==> src/rtl/ps2_key_decoder.sv <==
// PS/2 set-2 scan-code to ASCII decoder with a first-word fall-through output FIFO.
// Optional macro PS2_CAPSLOCK_EN enables caps-lock toggling on the 58 make code.
// Ports:
//   clk, reset (async, active-high)
//   scan_code/scan_valid in
//   ascii_out/ascii_valid/ascii_ready FIFO head and pop
//   shift_state, caps_state, fifo_count, overflow status
module ps2_key_decoder #(
  parameter int         FIFO_DEPTH    = 8,
  parameter bit         EMIT_UNMAPPED = 1'b0,
  parameter logic [7:0] UNMAPPED_CHAR = 8'h2A
) (
  input  logic                          clk,
  input  logic                          reset,
  input  logic [7:0]                    scan_code,
  input  logic                          scan_valid,
  output logic [7:0]                    ascii_out,
  output logic                          ascii_valid,
  input  logic                          ascii_ready,
  output logic                          shift_state,
  output logic                          caps_state,
  output logic [$clog2(FIFO_DEPTH):0]   fifo_count,
  output logic                          overflow
);

  localparam int PW = $clog2(FIFO_DEPTH);
  localparam logic [PW:0] DEPTH_C = (PW+1)'(FIFO_DEPTH);

  typedef enum logic [1:0] {
    IDLE, BREAK, EXT, EXT_BREAK
  } state_t;

  state_t state_q, state_d;
  logic lsh_q, lsh_d;
  logic rsh_q, rsh_d;
  logic caps_q, caps_d;
  logic push;
  logic [7:0] push_ch;

  logic [7:0] mem_q [FIFO_DEPTH];
  logic [PW-1:0] wr_q, rd_q;
  logic [PW:0] cnt_q;
  logic ovf_q;
  logic pop, acc;

  // Returns {hit, char}; up selects letter case, sh selects the
  // shifted glyph of digit/punctuation keys.
  function automatic logic [8:0] map_make(
    input logic [7:0] c,
    input logic       sh,
    input logic       up
  );
    logic [7:0] lm;
    logic [8:0] r;
    // Clearing bit 5 turns a lowercase letter into uppercase.
    lm = {2'b11, ~up, 5'b11111};
    r  = 9'h000;
    case (c)
      8'h1C: r = {1'b1, 8'h61 & lm};
      8'h32: r = {1'b1, 8'h62 & lm};
      8'h21: r = {1'b1, 8'h63 & lm};
      8'h23: r = {1'b1, 8'h64 & lm};
      8'h24: r = {1'b1, 8'h65 & lm};
      8'h2B: r = {1'b1, 8'h66 & lm};
      8'h34: r = {1'b1, 8'h67 & lm};
      8'h33: r = {1'b1, 8'h68 & lm};
      8'h43: r = {1'b1, 8'h69 & lm};
      8'h3B: r = {1'b1, 8'h6A & lm};
      8'h42: r = {1'b1, 8'h6B & lm};
      8'h4B: r = {1'b1, 8'h6C & lm};
      8'h3A: r = {1'b1, 8'h6D & lm};
      8'h31: r = {1'b1, 8'h6E & lm};
      8'h44: r = {1'b1, 8'h6F & lm};
      8'h4D: r = {1'b1, 8'h70 & lm};
      8'h15: r = {1'b1, 8'h71 & lm};
      8'h2D: r = {1'b1, 8'h72 & lm};
      8'h1B: r = {1'b1, 8'h73 & lm};
      8'h2C: r = {1'b1, 8'h74 & lm};
      8'h3C: r = {1'b1, 8'h75 & lm};
      8'h2A: r = {1'b1, 8'h76 & lm};
      8'h1D: r = {1'b1, 8'h77 & lm};
      8'h22: r = {1'b1, 8'h78 & lm};
      8'h35: r = {1'b1, 8'h79 & lm};
      8'h1A: r = {1'b1, 8'h7A & lm};
      8'h45: r = {1'b1, sh ? 8'h29 : 8'h30};
      8'h16: r = {1'b1, sh ? 8'h21 : 8'h31};
      8'h1E: r = {1'b1, sh ? 8'h40 : 8'h32};
      8'h26: r = {1'b1, sh ? 8'h23 : 8'h33};
      8'h25: r = {1'b1, sh ? 8'h24 : 8'h34};
      8'h2E: r = {1'b1, sh ? 8'h25 : 8'h35};
      8'h36: r = {1'b1, sh ? 8'h5E : 8'h36};
      8'h3D: r = {1'b1, sh ? 8'h26 : 8'h37};
      8'h3E: r = {1'b1, sh ? 8'h2A : 8'h38};
      8'h46: r = {1'b1, sh ? 8'h28 : 8'h39};
      8'h0E: r = {1'b1, sh ? 8'h7E : 8'h60};
      8'h4E: r = {1'b1, sh ? 8'h5F : 8'h2D};
      8'h55: r = {1'b1, sh ? 8'h2B : 8'h3D};
      8'h54: r = {1'b1, sh ? 8'h7B : 8'h5B};
      8'h5B: r = {1'b1, sh ? 8'h7D : 8'h5D};
      8'h5D: r = {1'b1, sh ? 8'h7C : 8'h5C};
      8'h4C: r = {1'b1, sh ? 8'h3A : 8'h3B};
      8'h52: r = {1'b1, sh ? 8'h22 : 8'h27};
      8'h41: r = {1'b1, sh ? 8'h3C : 8'h2C};
      8'h49: r = {1'b1, sh ? 8'h3E : 8'h2E};
      8'h4A: r = {1'b1, sh ? 8'h3F : 8'h2F};
      8'h29: r = 9'h120;
      8'h5A: r = 9'h10A;
      8'h66: r = 9'h108;
      8'h0D: r = 9'h109;
      8'h79: r = 9'h12B;
      8'h7B: r = 9'h12D;
      default: r = 9'h000;
    endcase
    return r;
  endfunction

  assign shift_state = lsh_q | rsh_q;
  assign caps_state  = caps_q;

  always_comb begin
    logic [8:0] m;
    state_d = state_q;
    lsh_d   = lsh_q;
    rsh_d   = rsh_q;
    caps_d  = caps_q;
    push    = 1'b0;
    push_ch = 8'h00;
    m = map_make(scan_code, shift_state,
                 shift_state ^ caps_state);
    if (scan_valid) begin
      state_d = IDLE;
      unique case (state_q)
        IDLE: begin
          unique case (1'b1)
            scan_code == 8'hF0: state_d = BREAK;
            scan_code == 8'hE0: state_d = EXT;
            scan_code == 8'h12: lsh_d = 1'b1;
            scan_code == 8'h59: rsh_d = 1'b1;
            scan_code == 8'h58: begin
`ifdef PS2_CAPSLOCK_EN
              caps_d = ~caps_q;
`else
              caps_d = 1'b0;
`endif
            end
            default: begin
              if (m[8]) begin
                push    = 1'b1;
                push_ch = m[7:0];
              end else if (EMIT_UNMAPPED) begin
                push    = 1'b1;
                push_ch = UNMAPPED_CHAR;
              end
            end
          endcase
        end
        BREAK: begin
          if (scan_code == 8'h12) lsh_d = 1'b0;
          if (scan_code == 8'h59) rsh_d = 1'b0;
        end
        EXT: begin
          unique case (1'b1)
            scan_code == 8'hF0: state_d = EXT_BREAK;
            scan_code == 8'h5A: begin
              push    = 1'b1;
              push_ch = 8'h0A;
            end
            scan_code == 8'h4A: begin
              push    = 1'b1;
              push_ch = 8'h2F;
            end
            default: ;
          endcase
        end
        EXT_BREAK: ;
        default: state_d = IDLE;
      endcase
    end
  end

  always_ff @(posedge clk or posedge reset) begin
    if (reset) begin
      state_q <= IDLE;
      lsh_q   <= 1'b0;
      rsh_q   <= 1'b0;
      caps_q  <= 1'b0;
    end else begin
      state_q <= state_d;
      lsh_q   <= lsh_d;
      rsh_q   <= rsh_d;
      caps_q  <= caps_d;
    end
  end

  assign ascii_valid = (cnt_q != '0);
  assign ascii_out   = ascii_valid ? mem_q[rd_q] : 8'h00;
  assign fifo_count  = cnt_q;
  assign overflow    = ovf_q;
  assign pop = ascii_valid & ascii_ready;
  // A pop in the same cycle frees the slot the push needs.
  assign acc = push & ((cnt_q != DEPTH_C) | pop);

  always_ff @(posedge clk) begin
    if (acc) mem_q[wr_q] <= push_ch;
  end

  always_ff @(posedge clk or posedge reset) begin
    if (reset) begin
      wr_q  <= '0;
      rd_q  <= '0;
      cnt_q <= '0;
      ovf_q <= 1'b0;
    end else begin
      if (acc) wr_q <= wr_q + 1'b1;
      if (pop) rd_q <= rd_q + 1'b1;
      if (acc & ~pop) cnt_q <= cnt_q + 1'b1;
      else if (~acc & pop) cnt_q <= cnt_q - 1'b1;
      if (push & ~acc) ovf_q <= 1'b1;
    end
  end

endmodule
==> config.mk <==
export PLATFORM = sky130hd
export DESIGN_NAME = ps2_key_decoder
export DESIGN_NICKNAME = d
export VERILOG_FILES = /design/src/rtl/ps2_key_decoder.sv
export SDC_FILE = /design/constraint.sdc
export NUM_CORES = 1
export LEC_CHECK = 0
export CORE_MARGIN = 1
export CORE_UTILIZATION = 40
export DETAILED_ROUTE_END_ITERATION = 10
export PLACE_DENSITY = 0.57
export SLEW_MARGIN = 10
export SYNTH_ARGS = -nofsm -noshare
export SYNTH_HDL_FRONTEND = slang
export SYNTH_SLANG_ARGS = --single-unit
export TNS_END_PERCENT = 20
==> constraint.sdc <==
create_clock -name clk -period 5.9 [get_ports clk]
set_input_delay 0.885 -clock clk [delete_from_list [all_inputs] [get_ports clk]]
set_output_delay 0.885 -clock clk [all_outputs]
set_load 0.02 [all_outputs]
# Yosys cells after proc, flatten, opt, wreduce, memory -nomap -nowiden

Memory sizes are Yosys's and may differ from the RTL's.
Cells that the tools add are included.

Bits in registers: 15
Output and inout port bits: 16
Memory bits (writable): 64
Input port bits: 12
Word-level logic and storage cells: 141
Memories kept: 1

Bitwise logic cells: 10
Mux-type cells: 46
Reductions and logical operators: 8
Eq/ne operators: 65
Add/subtract/negate cells: 4

Memories:

| name  | depth | bits a word | rd ports | clocked after Yosys merged registers in | write ports | RTL line | RTL |
|---|---|---|---|---|---|---|---|
| mem_q | 8     | 8           | 1        | 0                                       | 1           | 40       | `logic [7:0] mem_q [FIFO_DEPTH];` |

Operators with widths:

| kind                                                 | number |
|---|---|
| case mux 9 bit (53 select lines)                     | 1 |
| equality test 8 x 6 -> 1 bit (second input constant) | 23 |
| equality test 8 x 7 -> 1 bit (second input constant) | 23 |
| 2-to-1 mux 5 bit                                     | 13 |
| equality test 8 x 5 -> 1 bit (second input constant) | 8 |
| 2-to-1 mux 8 bit                                     | 4 |
| 2-to-1 mux 7 bit                                     | 3 |
| 2-to-1 mux 6 bit                                     | 3 |
| equality test 8 x 4 -> 1 bit (second input constant) | 2 |
| equality test 8 bit (second input constant)          | 2 |
| case mux 8 bit (2 select lines)                      | 1 |
| case mux 6 bit (2 select lines)                      | 1 |
| 2-to-1 mux 1 bit                                     | 11 |
| 2-to-1 mux 4 bit                                     | 2 |
| != test 2 bit (second input constant)                | 4 |
| case mux 2 bit (2 select lines)                      | 2 |
| AND reduction 4 bit                                  | 2 |
| adder 3 x 1 -> 3 bit (second input constant)         | 2 |
| case mux 1 bit (2 select lines)                      | 3 |
| bitwise AND 1 bit                                    | 5 |
| OR reduction 5 bit                                   | 1 |
| adder 4 x 1 -> 4 bit (second input constant)         | 1 |
| != test 4 bit (second input constant)                | 1 |
| nonzero test 2 bit                                   | 2 |
| other kinds (10)                                     | 13 |

# Longest topological paths before layout

Depth after elaboration: 12
Depth in mapped cells: 19
Gate-level depth less buffers: 15

# Least setup slack after synthesis

OpenSTA, ideal clock, no wires.

Path kind: input port to flip-flop
From: input port scan_code[4]
To: register cnt_q[3], in the netlist fifo_count[3]
Setup slack: 2.234 ns
Data arrival time: 3.533 ns
Stages: 18
Data required time: 5.768 ns
Buffers on the path: 3
Path through: buf_6 -> or4b_4 -> buf_6 -> o22ai_2 -> a221o_2 -> nor2_1 -> nand3_2 -> o21ai_2 -> buf_6 -> inv_1 -> ha_1 -> inv_1 -> ha_1 -> a21o_1 -> a21oi_1 -> xnor2_1 -> nor2_1 -> xor2_1

Cells in the longest elaborated chain, start to end: 10

Ends and longest elaborated chain:

| what                                                       | RTL line | RTL |
|---|---|---|
| start: declaration                                         | 15       | `input logic [7:0] scan_code,` |
| equality test 8 x 7 -> 1 bit, or another cell as far along | 58       | `case (c)` |
| case mux 9 bit (53 select lines)                           | 58       |  |
| 2-to-1 mux 1 bit                                           | 147      | `if (m[8]) begin` |
| 2-to-1 mux 1 bit                                           | 134      | `unique case (1'b1)` |
| case mux 1 bit (2 select lines) (*)                        | 132      | `unique case (state_q)` |
| 2-to-1 mux 1 bit (*)                                       | 130      | `if (scan_valid) begin` |
| bitwise AND 1 bit (*)                                      | 201      | `assign acc = push & ((cnt_q != DEPTH_C) \| pop);` |
| via acc                                                    | 44       | `logic pop, acc;` |
| inverter 1 bit                                             | 217      | `else if (~acc & pop) cnt_q <= cnt_q - 1'b1;` |
| bitwise AND 1 bit                                          | 217      |  |
| nonzero test 2 bit (no source line)                        | --       |  |
| end signal: assignment                                     | 216      | `if (acc & ~pop) cnt_q <= cnt_q + 1'b1;` |
| end signal: assignment                                     | 217      |  |
| end: declaration                                           | 42       | `logic [PW:0] cnt_q;` |

Mark *: on every way through the listed nets, which the timed path passes. The rest lies on a longest branch.
A chain may end at the register's enable or synchronous reset.

# Worst setup path after layout

From: input port scan_code[1]
To: register cnt_q[3], in the netlist fifo_count[3]

Same word-level chain as after synthesis.

==> run summary <==
outcome - completed
Hold WC Path Type - flop to flop
synthesized flop and latch total - 71
Worst Setup EP - fifo_count[3]$_DFFE_PP0P_
worst endpoint required time - 6130 ps
slew at the pin closest to its max-slew limit - 1010 ps
DRT Pass-1 Iters - 6
Yosys cell types - 71
Final Skew - 10.9 ps
worst setup path startpoint - scan_code[1]
footprint of the multi-input gates - 0.00211 sq mm
largest net degree at the start of global routing - 21
pwr dens - 334 mW/mm^2
final core utilization - 47.4%
Critical Path Start Type - input port
critical path capture point type - flop
Final Net Count - 443
Root Driver - clkbuf_8
WP data arrival - 4990 ps
sequential area share after synthesis - 46.8%
IO Count - 28
Inserted Diodes - 0
first-pass GRT wire length - 18,900 um
fmax - 210 MHz
Reg area - 0.00206 sq mm
Vias/cell - 6.13
DP Worst Slack - 892 ps
CTS Buffer Depth - 2
post-CTS setup buffer count - 0
layout cell share with drive strength beyond 1 - 15.1%
Max Cap Viol - 0
cells on worst reg2reg path - 15
GP Congestion - 0.992
area delta synth->final - 13.2%
I/O Buffers - 25
Slew Limit Fails - 0
Mapped Cells - 403
die height - 107 um
routed vias - 3,468
TritonCTS buffer count - 9
GR Overflow Total - 0
number of global-route vias before repair - 3,401
yosys warns - 0
worst setup margin - 1130 ps
Most used DFF post-synth - edfxtp_1
Relative slew margins - 32.3%
min Tclk post-route - 4770 ps
final hold violations - 0
initial antenna violation count - 0
synthesized area - 0.00440 sq mm
Clock Latency Late Sink - 340 ps
Initial Util - 41.9%
row count - 37
CP Class - input port to flop
asr flop ratio synth - 21.1%
maximum VDD drop - 342 uV
P_leak - 1.65 nW
R2R Path End - fifo_count[3]$_DFFE_PP0P_
WHS - 481 ps
Max FO, Critical Path - 18
core area - 0.0105 sq mm
RSZ-0062 raised after global routing - no
wire per inst - 20.9 um
Iteration-0 DRC Markers - 305
routed wire length - 11,900 um
clock slew at reported path FFs - 80 ps
Final setup viols - 0
hpwl dp - 8670 um
Tot GR Track Use - 21.9%
Filler cells - 982
post-route DRC violation count - 0
Hold-fix buffers, CTS - 0
Chip Width - 107 um
syn_area_per_cell - 10.9 sq um
post-route antenna net violation count - 0
Setup TNS - 0 ps
Post-synth EDFFs - 56
CTS tree - yes
reg-to-reg slack, setup - 2500 ps
Post-CTS Resized - 0
period utilisation layout - 80.8%
die area - 0.0114 sq mm
htree depth - 3
CTS sink cnt - 71
Reg-to-Reg Start - state_q[1]$_DFFE_PP0P_
-- state kept, by name, summed over array words and instances, names as in the netlist --
signal / count
rd_q: 3
mem_q: 56
fifo_count: 4
wr_q: 3
overflow: 1
rsh_q: 1
state_q: 2
lsh_q: 1
-- synthesized netlist by cell type (2+ instances only) --
library cell  number  area (sq um)
nor4b_4            2          47.6
a41oi_1            2          17.5
nor3_1             8          40.0
ha_1               5          62.6
buf_1              3          11.3
o21ai_0           20           100
inv_1             15          56.3
or4b_4             2          27.5
buf_6              3          33.8
a311oi_1           3          26.3
o22ai_1            8          50.1
and4_1             2          17.5
o21ai_1            2          10.0
a21oi_1           25           125
nor4b_2            4          60.1
clkbuf_1          11          41.3
a31oi_1            7          43.8
edfxtp_1          56          1680
nand4b_1           3          26.3
buf_2             12          60.1
o211ai_1           6          45.0
nor2_1            28           105
a211oi_1           4          30.0
nor2b_1            5          31.3
o21bai_1           3          22.5
nand4_1            4          25.0
dfrtp_1           15           375
a21o_1             2          15.0
a2111oi_0          2          17.5
or3_1              2          12.5
xnor2_1            7          61.3
and4b_1            3          30.0
nand3_1           15          75.1
buf_4              3          22.5
mux2i_1            9          90.1
nand2_1           37           139
mux2_2             3          33.8
nand2b_1           2          12.5
nor4b_1            6          52.6
mux4_2            14           315
nor4_1            10          62.6
-- layout by cell type (no fill, tap or decap), drive strengths merged, types with 11 or more instances in the layout --
master / Yosys / layout
edfxtp: 56 / 56
nand2: 37 / 37
nor2: 28 / 28
a21oi: 25 / 25
clkdlybuf4s50: 0 / 25
o21ai: 23 / 23
buf: 21 / 18
inv: 15 / 16
nand3: 16 / 16
dfrtp: 15 / 15
mux4: 14 / 14
nor4b: 12 / 12
nor4: 11 / 11
-- metal layers --
metal | track usage (%) | vias up | part of all wire (%)
met1 | 29.4 | 1659 | 44
met5 | 0 | - | 0
met4 | 9.59 | 0 | 3.1
met2 | 34.8 | 166 | 47
li1 | - | 1608 | -
met3 | 3.71 | 35 | 6.2
-- final cells by class --
| cell class | instances | area share (%) |
|---|---|---|
| tap | 136 | 3.42 |
| multi-input combinational | 284 | 42.4 |
| clock buffer | 9 | 2.49 |
| inverter | 16 | 1.21 |
| timing repair buffer | 43 | 7.74 |
| sequential | 71 | 41.3 |
| clock inverter | 7 | 1.43 |
-- worst min-delay path by stage --
| stage | from | endpoint | depth (start not counted) |
|---|---|---|---|
| 2_1_floorplan | rsh_q$_DFFE_PP0P_ | rsh_q$_DFFE_PP0P_ | 2 |
| 3_3_place_gp | overflow$_DFFE_PP0P_ | overflow$_DFFE_PP0P_ | 1 |
| 3_5_place_dp | overflow$_DFFE_PP0P_ | overflow$_DFFE_PP0P_ | 1 |
| 4_1_cts | overflow$_DFFE_PP0P_ | overflow$_DFFE_PP0P_ | 1 |
| 5_1_grt | overflow$_DFFE_PP0P_ | overflow$_DFFE_PP0P_ | 1 |
| 6_report | overflow$_DFFE_PP0P_ | overflow$_DFFE_PP0P_ | 1 |
-- per-stage QoR --
stage / area, sq um / power (mW) / std cells
6_report: 4980 / 1.67 / 566
5_1_grt: 4980 / 1.77 / 566
4_1_cts: 4980 / 1.69 / 566
3_5_place_dp: 4780 / 1.31 / 550
3_3_place_gp: 4780 / 1.30 / 550
2_1_floorplan: 4400 / 1.10 / 404
-- cell families after synthesis --
group,synth area share (%)
buffers and inverters,5.32
flip-flops,46.8
adder cells (fa/ha/maj),1.88
XOR/XNOR,1.59
multiplexers,9.98
AND/OR/NAND/NOR,19.9
AO/OA/AOI/OAI,14.5
other,0.0852
-- power breakdown --
group	internal, mW	switching, mW
clock	0.195	0.180
combinational	0.317	0.259
sequential	0.588	0.127
-- worst max-delay path, stage by stage --
cell and delay [ps]:
clkdlybuf4s50_1 700, buf_4 320, and4b_1 260, nand2_1 130
o31ai_1 100, nor3_1 350, nand4_1 280, o21ai_2 590
inv_1 100, ha_1 220, inv_1 120, ha_1 240
a21o_1 180, a21oi_1 170, xnor2_1 130, nor2_1 60
xor2_1 140
Power figures use the tool's default switching activity.
